File: config.mk
export PLATFORM = sky130hd
export DESIGN_NAME = otopilot_kontrol_gen_flat
export DESIGN_NICKNAME = d
export VERILOG_FILES = /design/src/rtl/otopilot_kontrol_gen_if.sv /design/src/rtl/otopilot_kontrol_gen.sv /design/src/flat_wrapper.sv
export SDC_FILE = /design/constraint.sdc
export NUM_CORES = 1
export LEC_CHECK = 0
export ABC_CLOCK_PERIOD_IN_PS = 5300
export CORE_MARGIN = 2
export CORE_UTILIZATION = 55
export DETAILED_ROUTE_END_ITERATION = 8
export PLACE_DENSITY = 0.89
export RECOVER_POWER = 100
export SLEW_MARGIN = 30
export SYNTH_ARGS = -nofsm -noshare
export SYNTH_HDL_FRONTEND = slang
export SYNTH_SLANG_ARGS = --single-unit
export TNS_END_PERCENT = 30
File: constraint.sdc
create_clock -name clk -period 5.3 [get_ports clk]
set_input_delay 1.325 -clock clk [delete_from_list [all_inputs] [get_ports clk]]
set_output_delay 1.325 -clock clk [all_outputs]
set_load 0.01 [all_outputs]
File: src/rtl/otopilot_kontrol_gen_if.sv
// Sensor/target/operator inputs and motor/indicator outputs of the altitude autopilot.
// The controller takes the slave side of this bundle.
interface otopilot_kontrol_gen_if #(
  parameter int ALT_W   = 16,
  parameter int HEDEF_W = 8
);
  logic [ALT_W-1:0]   gnss_i;
  logic [ALT_W-1:0]   altimetre_i;
  logic [HEDEF_W-1:0] hedef_yukseklik_i;
  logic               yukseklik_bilgisi_i;
  logic               hata_temizle_i;
  logic [1:0]         motor_o;
  logic               yesil_led_o;
  logic               kirmizi_led_o;
  logic [2:0]         durum_o;

  modport master (
    output gnss_i, altimetre_i, hedef_yukseklik_i, yukseklik_bilgisi_i, hata_temizle_i,
    input  motor_o, yesil_led_o, kirmizi_led_o, durum_o
  );

  modport slave (
    input  gnss_i, altimetre_i, hedef_yukseklik_i, yukseklik_bilgisi_i, hata_temizle_i,
    output motor_o, yesil_led_o, kirmizi_led_o, durum_o
  );
endinterface

File: src/rtl/otopilot_kontrol_gen.sv
// Altitude autopilot: fuses GNSS and barometric altitude, steers the motor into a tolerance
// band around a latched target, confirms arrival, and raises a sticky fault on bad input.
module otopilot_kontrol_gen #(
  parameter int ALT_W      = 16,
  parameter int HEDEF_W    = 8,
  parameter int TOLERANS   = 2,
  parameter int SAPMA_ESIK = 16,
  parameter int ONAY_SAYI  = 3,
  parameter int HATA_SAYI  = 4,
  parameter int MAX_HEDEF  = 100
) (
  input  logic                 clk,
  input  logic                 rst_n,
  otopilot_kontrol_gen_if.slave bus
);

  typedef enum logic [2:0] {
    BOSTA = 3'd0,
    TAKIP = 3'd1,
    KORU  = 3'd2,
    HATA  = 3'd3
  } durum_e;

  localparam int SW   = ALT_W + 1;
  localparam int CMAX = (ONAY_SAYI > HATA_SAYI) ? ONAY_SAYI : HATA_SAYI;
  localparam int CW   = $clog2(CMAX + 1);

  localparam logic [SW-1:0]      TOL_W  = SW'(TOLERANS);
  localparam logic [ALT_W-1:0]   ESIK_W = ALT_W'(SAPMA_ESIK);
  localparam logic [HEDEF_W:0]   MAX_W  = (HEDEF_W + 1)'(MAX_HEDEF);
  localparam logic [CW-1:0]      ONAY_W = CW'(ONAY_SAYI);
  localparam logic [CW-1:0]      HATA_W = CW'(HATA_SAYI);
  localparam logic [CW-1:0]      BIR_W  = CW'(1);
  localparam logic [CW-1:0]      SIFIR_W = CW'(0);

  durum_e             durum_q, durum_d;
  logic [HEDEF_W-1:0] hedef_q, hedef_d;
  logic [CW-1:0]      ib_q, ib_d;
  logic [CW-1:0]      ob_q, ob_d;
  logic [CW-1:0]      dis_q, dis_d;
  logic [1:0]         motor_q, motor_d;
  logic               yesil_q, yesil_d;
  logic               kirmizi_q, kirmizi_d;

  logic [SW-1:0]      toplam_s;
  logic [SW-1:0]      fuse_s;
  logic [ALT_W-1:0]   sapma_s;
  logic               hedef_gecersiz_s;
  logic               hedef_yeni_s;
  logic [HEDEF_W-1:0] hedef_etkin_s;
  logic [SW-1:0]      hedef_ext_s;
  logic [SW-1:0]      alt_sinir_s;
  logic [SW-1:0]      ust_sinir_s;
  logic               band_ici_s;
  logic               ayrik_s;
  logic [1:0]         motor_yon_s;
  logic [CW-1:0]      dis_sonraki_s;
  logic [CW-1:0]      ib_sonraki_s;
  logic [CW-1:0]      ob_sonraki_s;

  // Sensor fusion, disagreement and band limits; a freshly strobed valid target applies at once.
  always_comb begin
    toplam_s         = {1'b0, bus.gnss_i} + {1'b0, bus.altimetre_i};
    fuse_s           = toplam_s >> 1;
    if (bus.gnss_i >= bus.altimetre_i) begin
      sapma_s = bus.gnss_i - bus.altimetre_i;
    end else begin
      sapma_s = bus.altimetre_i - bus.gnss_i;
    end
    hedef_gecersiz_s = (bus.hedef_yukseklik_i == {HEDEF_W{1'b0}}) ||
                       ({1'b0, bus.hedef_yukseklik_i} > MAX_W);
    hedef_yeni_s     = bus.yukseklik_bilgisi_i && !hedef_gecersiz_s;
    if (hedef_yeni_s) begin
      hedef_etkin_s = bus.hedef_yukseklik_i;
    end else begin
      hedef_etkin_s = hedef_q;
    end
    hedef_ext_s      = SW'(hedef_etkin_s);
    if (hedef_ext_s > TOL_W) begin
      alt_sinir_s = hedef_ext_s - TOL_W;
    end else begin
      alt_sinir_s = {SW{1'b0}};
    end
    ust_sinir_s      = hedef_ext_s + TOL_W;
    band_ici_s       = (fuse_s >= alt_sinir_s) && (fuse_s <= ust_sinir_s);
    ayrik_s          = (sapma_s > ESIK_W);
    if (fuse_s < alt_sinir_s) begin
      motor_yon_s = 2'b01;
    end else if (fuse_s > ust_sinir_s) begin
      motor_yon_s = 2'b10;
    end else begin
      motor_yon_s = 2'b00;
    end
  end

  // Next-state and counter logic; fault conditions are checked before retarget and band moves.
  always_comb begin
    durum_d       = durum_q;
    hedef_d       = hedef_q;
    ib_d          = ib_q;
    ob_d          = ob_q;
    dis_d         = dis_q;
    dis_sonraki_s = ayrik_s ? (dis_q + BIR_W) : SIFIR_W;
    ib_sonraki_s  = band_ici_s ? (ib_q + BIR_W) : SIFIR_W;
    ob_sonraki_s  = band_ici_s ? SIFIR_W : (ob_q + BIR_W);

    case (durum_q)
      BOSTA: begin
        ib_d  = SIFIR_W;
        ob_d  = SIFIR_W;
        dis_d = SIFIR_W;
        if (bus.yukseklik_bilgisi_i && hedef_gecersiz_s) begin
          durum_d = HATA;
        end else if (bus.yukseklik_bilgisi_i) begin
          durum_d = TAKIP;
          hedef_d = bus.hedef_yukseklik_i;
        end else begin
          durum_d = BOSTA;
        end
      end

      TAKIP, KORU: begin
        if (bus.yukseklik_bilgisi_i && hedef_gecersiz_s) begin
          durum_d = HATA;
          ib_d    = SIFIR_W;
          ob_d    = SIFIR_W;
          dis_d   = SIFIR_W;
        end else if (dis_sonraki_s == HATA_W) begin
          durum_d = HATA;
          ib_d    = SIFIR_W;
          ob_d    = SIFIR_W;
          dis_d   = SIFIR_W;
        end else if (bus.yukseklik_bilgisi_i) begin
          durum_d = TAKIP;
          hedef_d = bus.hedef_yukseklik_i;
          ib_d    = SIFIR_W;
          ob_d    = SIFIR_W;
          dis_d   = SIFIR_W;
        end else if (durum_q == TAKIP) begin
          dis_d = dis_sonraki_s;
          ob_d  = SIFIR_W;
          if (ib_sonraki_s == ONAY_W) begin
            durum_d = KORU;
            ib_d    = SIFIR_W;
          end else begin
            ib_d = ib_sonraki_s;
          end
        end else begin
          dis_d = dis_sonraki_s;
          ib_d  = SIFIR_W;
          if (ob_sonraki_s == ONAY_W) begin
            durum_d = TAKIP;
            ob_d    = SIFIR_W;
          end else begin
            ob_d = ob_sonraki_s;
          end
        end
      end

      HATA: begin
        ib_d  = SIFIR_W;
        ob_d  = SIFIR_W;
        dis_d = SIFIR_W;
        if (bus.hata_temizle_i) begin
          durum_d = BOSTA;
        end else begin
          durum_d = HATA;
        end
      end

      default: begin
        durum_d = BOSTA;
        ib_d    = SIFIR_W;
        ob_d    = SIFIR_W;
        dis_d   = SIFIR_W;
      end
    endcase
  end

  // Outputs follow the state being entered so they appear one edge after the sample.
  always_comb begin
    yesil_d   = (durum_d == KORU);
    kirmizi_d = (durum_d == HATA);
    case (durum_d)
      TAKIP, KORU: motor_d = motor_yon_s;
      default:     motor_d = 2'b00;
    endcase
  end

  // State, target, counters and registered outputs.
  always_ff @(posedge clk or negedge rst_n) begin
    if (!rst_n) begin
      durum_q   <= BOSTA;
      hedef_q   <= {HEDEF_W{1'b0}};
      ib_q      <= SIFIR_W;
      ob_q      <= SIFIR_W;
      dis_q     <= SIFIR_W;
      motor_q   <= 2'b00;
      yesil_q   <= 1'b0;
      kirmizi_q <= 1'b0;
    end else begin
      durum_q   <= durum_d;
      hedef_q   <= hedef_d;
      ib_q      <= ib_d;
      ob_q      <= ob_d;
      dis_q     <= dis_d;
      motor_q   <= motor_d;
      yesil_q   <= yesil_d;
      kirmizi_q <= kirmizi_d;
    end
  end

  assign bus.motor_o       = motor_q;
  assign bus.yesil_led_o   = yesil_q;
  assign bus.kirmizi_led_o = kirmizi_q;
  assign bus.durum_o       = durum_q;

endmodule

File: src/flat_wrapper.sv
// flat-port wrapper written by rule: the top's interface ports become plain ports
module otopilot_kontrol_gen_flat 
#(
  parameter int ALT_W      = 16,
  parameter int HEDEF_W    = 8,
  parameter int TOLERANS   = 2,
  parameter int SAPMA_ESIK = 16,
  parameter int ONAY_SAYI  = 3,
  parameter int HATA_SAYI  = 4,
  parameter int MAX_HEDEF  = 100
)
  (clk, rst_n, bus_gnss_i, bus_altimetre_i, bus_hedef_yukseklik_i, bus_yukseklik_bilgisi_i, bus_hata_temizle_i, bus_motor_o, bus_yesil_led_o, bus_kirmizi_led_o, bus_durum_o);
  otopilot_kontrol_gen_if #(.ALT_W(ALT_W), .HEDEF_W(HEDEF_W)) bus_i ();
  input  logic clk;
  input  logic rst_n;
  input wire logic [$bits(bus_i.gnss_i)-1:0] bus_gnss_i;
  input wire logic [$bits(bus_i.altimetre_i)-1:0] bus_altimetre_i;
  input wire logic [$bits(bus_i.hedef_yukseklik_i)-1:0] bus_hedef_yukseklik_i;
  input wire logic [$bits(bus_i.yukseklik_bilgisi_i)-1:0] bus_yukseklik_bilgisi_i;
  input wire logic [$bits(bus_i.hata_temizle_i)-1:0] bus_hata_temizle_i;
  output wire logic [$bits(bus_i.motor_o)-1:0] bus_motor_o;
  output wire logic [$bits(bus_i.yesil_led_o)-1:0] bus_yesil_led_o;
  output wire logic [$bits(bus_i.kirmizi_led_o)-1:0] bus_kirmizi_led_o;
  output wire logic [$bits(bus_i.durum_o)-1:0] bus_durum_o;
  assign bus_i.gnss_i = bus_gnss_i;
  assign bus_i.altimetre_i = bus_altimetre_i;
  assign bus_i.hedef_yukseklik_i = bus_hedef_yukseklik_i;
  assign bus_i.yukseklik_bilgisi_i = bus_yukseklik_bilgisi_i;
  assign bus_i.hata_temizle_i = bus_hata_temizle_i;
  assign bus_motor_o = bus_i.motor_o;
  assign bus_yesil_led_o = bus_i.yesil_led_o;
  assign bus_kirmizi_led_o = bus_i.kirmizi_led_o;
  assign bus_durum_o = bus_i.durum_o;
  otopilot_kontrol_gen #(.ALT_W(ALT_W), .HEDEF_W(HEDEF_W), .TOLERANS(TOLERANS), .SAPMA_ESIK(SAPMA_ESIK), .ONAY_SAYI(ONAY_SAYI), .HATA_SAYI(HATA_SAYI), .MAX_HEDEF(MAX_HEDEF)) u_core (.clk(clk), .rst_n(rst_n), .bus(bus_i));
endmodule
==> key figures <==
Yosys
  • Post-Synthesis Cells: 595
  • Leading register cell type out of synthesis: sky130_fd_sc_hd__dfrtp_1
  • Yosys top cell area share: 20.8%
  • Synth warn: 0
  • Number of enable-type register cells in the synthesized netlist: 0
  • Syn Area/Cell: 7.88 um^2
  • Total standard cell area after synthesis: about 4700 um^2
  • Synth unique cells: 81
  • Post-synth top area cell: sky130_fd_sc_hd__ha_1
  • Share of the yosys chip area belonging to registers: around an eighth
  • Count of state elements after synthesis: 24
  • Main area contributors after synthesis: sky130_fd_sc_hd__ha_1 (21%), sky130_fd_sc_hd__dfrtp_1 (13%), sky130_fd_sc_hd__inv_1 (5.4%)
  • Synthesized Nets: 720
  • Fraction of registers with async set/reset: between 90% and 100%

Setup path
  • Critical path type: in -> reg
  • Data arrival time at the worst-slack endpoint: 5.75 ns
  • Critical path peak fanout: 4
  • Crit path launch type: input pin
  • Endpoint class of the critical path: flop
  • Critical path required time: 5.49 ns

Run
  • Max Cap Viol: 0

Routing
  • Routed length per instance: 22.2 um
  • Initial detailed-routing violation count: 431
  • Via count: roughly 5900
  • Via density per instance: roughly 6.7
  • Final wirelength: 19600 um
  • DRC viols: 0
  • Drt first pass iters: 6
  • Number of nets with antenna violations after routing: 0

Power and ir drop
  • IR Drop Worst-Case VDD: 149 uV
  • Int Pwr: about 0.92 mW
  • Power density normalized to cell area: 235 nW/um^2
  • Static leakage: 3.54 nW
  • Comb power frac: 75.9%
  • Net Sw Frac: 45.8%
  • Clock network fraction of total power: 10.0%
  • Net load switching power: between 0.7 and 0.8 mW
  • Flop pwr share: 14.1%

STA
  • Clock period minus worst slack: between 5 and 6 ns
  • Actual transition at the worst max-transition pin: 1.30 ns
  • Unrepaired setup endpoints after global routing: yes
  • Setup-failing EPs final: 12
  • Peak clock frequency supported by timing: 180 MHz
  • Crit share post-route: 105%
  • Worst-case clock skew: 0.0132 ns
  • Worst-case headroom to the max-slew limit: between 10% and 20%
  • Final hold viol count: 0
  • Number of pins exceeding their max-slew limit in the final report: 0
  • Worst Slack Setup Final: -0.264 ns

Floorplanning
  • Die Outline Area: between 9000 and 10000 um^2
  • Starting Density: 56.8%
  • IO Pins: 51
  • Row cnt: 33
  • Die span in y: a little under 100 um
  • Horizontal die dimension: ~96 um
  • Placeable Area: about 8300 um^2

Final layout
  • Number of inserted filler cells in the final layout: 384
  • Post-synthesis to final-layout area growth: 53.5%
  • Multi-input combinational cell area: between 4000 and 5000 um^2
  • Commonest cells after routing, fill and taps aside: sky130_fd_sc_hd__buf_4 (132), sky130_fd_sc_hd__ha_1 (61), sky130_fd_sc_hd__inv_1 (58), sky130_fd_sc_hd__nand2_1 (48), sky130_fd_sc_hd__nor2_1 (37)
  • Fraction of final layout cells sized beyond drive strength 1: 36.3%
  • Area used by sequential logic in the layout: about 600 um^2
  • Count of inserted antenna diode cells: 0
  • Commonest non-fill, non-tap cell in the layout: sky130_fd_sc_hd__buf_4
  • Number of nets in the layout: 905
  • Utilization after layout: 87.2%

Place
  • Routability-driven placement congestion ratio: approximately 0.94
  • Worst slack at placement: -0.647 ns
  • Detailed placement HPWL: 11500 um
  • Buffers on Ports: 50

Outcome
  • Violations in the final reports: setup timing
  • Status: complete, but fails checks

Clock tree
  • Count of hold buffers inserted by post-cts repair: 0
  • Clock network latency to the later pin of the worst-skew pair: 0.29 ns
  • Sink count of the clock tree: 24
  • Register clock-pin slew on the reported worst setup and hold paths: roughly 0.08 ns
  • TritonCTS clock tree: yes
  • CTS Root Cell: sky130_fd_sc_hd__clkbuf_8
  • Num CTS Buffers: 3
  • H-tree level count: 1
  • Number of buffers on the longest clock path: 2

Global routing
  • Initial antenna violation count: 1
  • Tot GR Track Use: 33.1%
  • First-pass GRT wire length: about 24000 um
  • Residual overflow from global routing: 0
  • Largest net degree at the start of global routing: 25
  • Via count of the first global-routing pass: 5470

Min path
  • Worst hold path type: reg -> reg
per-layer routing:
layer | wire [um] | track usage (%)
met5 | 0 | 0
met3 | 1900 | 3.92
met1 | 6280 | 35.6
met4 | 2060 | 20.9
met2 | 9390 | 60.8
final timing paths:
check / startpoint / end / slack [ns] / cells past startpoint
setup / recovery: bus_altimetre_i[4] / u_core.bus.motor_o[1] / -0.26 / 22
hold / removal: u_core.ob_q[0] / u_core.ob_q[0] / 0.48 / 1
setup reg to reg: u_core.hedef_q[3] / u_core.bus.motor_o[1] / 1.22 / 18
hold reg to reg: u_core.ob_q[0] / u_core.ob_q[0] / 0.48 / 1
max in group asynchronous: rst_n / u_core.ib_q[2] / 3.22 / 1
min in group asynchronous: rst_n / u_core.hedef_q[2] / 1.30 / 1
power by group through the flow:
stage | Clock, mW | Sequential [mW] | Combinational, mW
5_1_grt | 0.174 | 0.241 | 1.35
3_5_place_dp | 0 | 0.235 | 0.922
2_1_floorplan | 0 | 0.229 | 0.560
4_1_cts | 0.166 | 0.234 | 1.00
3_3_place_gp | 0 | 0.233 | 0.872
6_report | 0.169 | 0.238 | 1.28
cells by family after synthesis:
| family | synth area share [%] |
|---|---|
| AO/OA/AOI/OAI | 24.1 |
| XOR/XNOR | 6.54 |
| adder cells (fa/ha/maj) | 22.1 |
| buffers and inverters | 7.58 |
| flip-flops | 12.8 |
| multiplexers | 6.03 |
| other | 0.0800 |
| AND/OR/NAND/NOR | 20.8 |
per-stage QoR:
stage	total power [mW]	cell area, um^2	std cells	hold slack (ns)	setup TNS [ns]
2_1_floorplan	0.790	4750	595	0.432	0
3_3_place_gp	1.11	6150	851	0.444	-3.07
3_5_place_dp	1.16	6150	851	0.473	-5.90
4_1_cts	1.40	6520	868	0.485	0
5_1_grt	1.77	7200	884	0.495	-3.10
6_report	1.69	7200	884	0.484	-1.78
critical path, stage by stage:
cell,delay [ns]
sky130_fd_sc_hd__clkdlybuf4s50_1,0.54
sky130_fd_sc_hd__inv_1,0.10
sky130_fd_sc_hd__ha_4,0.29
sky130_fd_sc_hd__nand2b_1,0.10
sky130_fd_sc_hd__a221oi_4,0.36
sky130_fd_sc_hd__a211o_4,0.19
sky130_fd_sc_hd__buf_6,0.13
sky130_fd_sc_hd__nand2_4,0.06
sky130_fd_sc_hd__xnor2_4,0.17
sky130_fd_sc_hd__ha_4,0.29
sky130_fd_sc_hd__inv_4,0.04
sky130_fd_sc_hd__buf_6,0.11
sky130_fd_sc_hd__o221ai_2,0.21
sky130_fd_sc_hd__o311a_1,0.31
sky130_fd_sc_hd__o2bb2ai_2,0.09
sky130_fd_sc_hd__a21boi_2,0.17
sky130_fd_sc_hd__buf_4,0.15
sky130_fd_sc_hd__nor4b_4,0.31
sky130_fd_sc_hd__nand2_1,0.14
sky130_fd_sc_hd__o21ai_2,0.25
sky130_fd_sc_hd__a31oi_4,0.15
sky130_fd_sc_hd__a211oi_2,0.26
synth_stat cells (3+ instances only):
cell type / instances
sky130_fd_sc_hd__o211ai_1: 6
sky130_fd_sc_hd__o2111ai_1: 3
sky130_fd_sc_hd__or2_2: 4
sky130_fd_sc_hd__nand2b_1: 8
sky130_fd_sc_hd__inv_1: 67
sky130_fd_sc_hd__mux2i_1: 14
sky130_fd_sc_hd__o21ai_0: 21
sky130_fd_sc_hd__buf_2: 5
sky130_fd_sc_hd__a211o_1: 3
sky130_fd_sc_hd__fa_1: 3
sky130_fd_sc_hd__nor3b_1: 5
sky130_fd_sc_hd__buf_6: 4
sky130_fd_sc_hd__o221ai_1: 3
sky130_fd_sc_hd__a21boi_0: 6
sky130_fd_sc_hd__and3_1: 5
sky130_fd_sc_hd__a221oi_1: 5
sky130_fd_sc_hd__a211oi_1: 3
sky130_fd_sc_hd__dfrtp_1: 24
sky130_fd_sc_hd__and2_1: 5
sky130_fd_sc_hd__or3_1: 5
sky130_fd_sc_hd__nor2b_1: 7
sky130_fd_sc_hd__xnor2_1: 24
sky130_fd_sc_hd__clkbuf_1: 7
sky130_fd_sc_hd__o21bai_1: 5
sky130_fd_sc_hd__o211a_1: 4
sky130_fd_sc_hd__nand3_1: 13
sky130_fd_sc_hd__o311ai_0: 4
sky130_fd_sc_hd__a21oi_1: 37
sky130_fd_sc_hd__mux2_4: 8
sky130_fd_sc_hd__nand2_1: 51
sky130_fd_sc_hd__nor3_1: 21
sky130_fd_sc_hd__a21o_1: 11
sky130_fd_sc_hd__ha_1: 78
sky130_fd_sc_hd__nand4_1: 7
sky130_fd_sc_hd__nor2_1: 42
sky130_fd_sc_hd__nor4_1: 4
sky130_fd_sc_hd__a31oi_1: 8
sky130_fd_sc_hd__xor2_1: 11
flip-flops by register name, summed over array words and instances, names as in the netlist:
| signal | cells |
|---|---|
| u_core.hedef_q | 8 |
| u_core.bus.durum_o | 3 |
| u_core.dis_q | 3 |
| u_core.ib_q | 3 |
| u_core.ob_q | 3 |
| u_core.bus.motor_o | 2 |
| u_core.bus.kirmizi_led_o | 1 |
| u_core.bus.yesil_led_o | 1 |
final cells by class:
class / instances / area share, %
clock buffers: 3 / 0.573
multi-input cells: 487 / 62.0
repair buffers: 197 / 23.3
inverters: 67 / 3.56
flip-flops and latches: 24 / 8.34
clock inverters: 1 / 0.417
well taps: 105 / 1.82
timing repair:
item | CTS | global route
endpoints found under the setup margin | 12 | 12
setup buffers | 13 | 18
resized for setup | 51 | 141
gates cloned | 0 | 0
endpoints found under the hold margin | 0 | 0
pin swaps | 26 | 46
No activity file was read; power rests on OpenSTA's default activity.
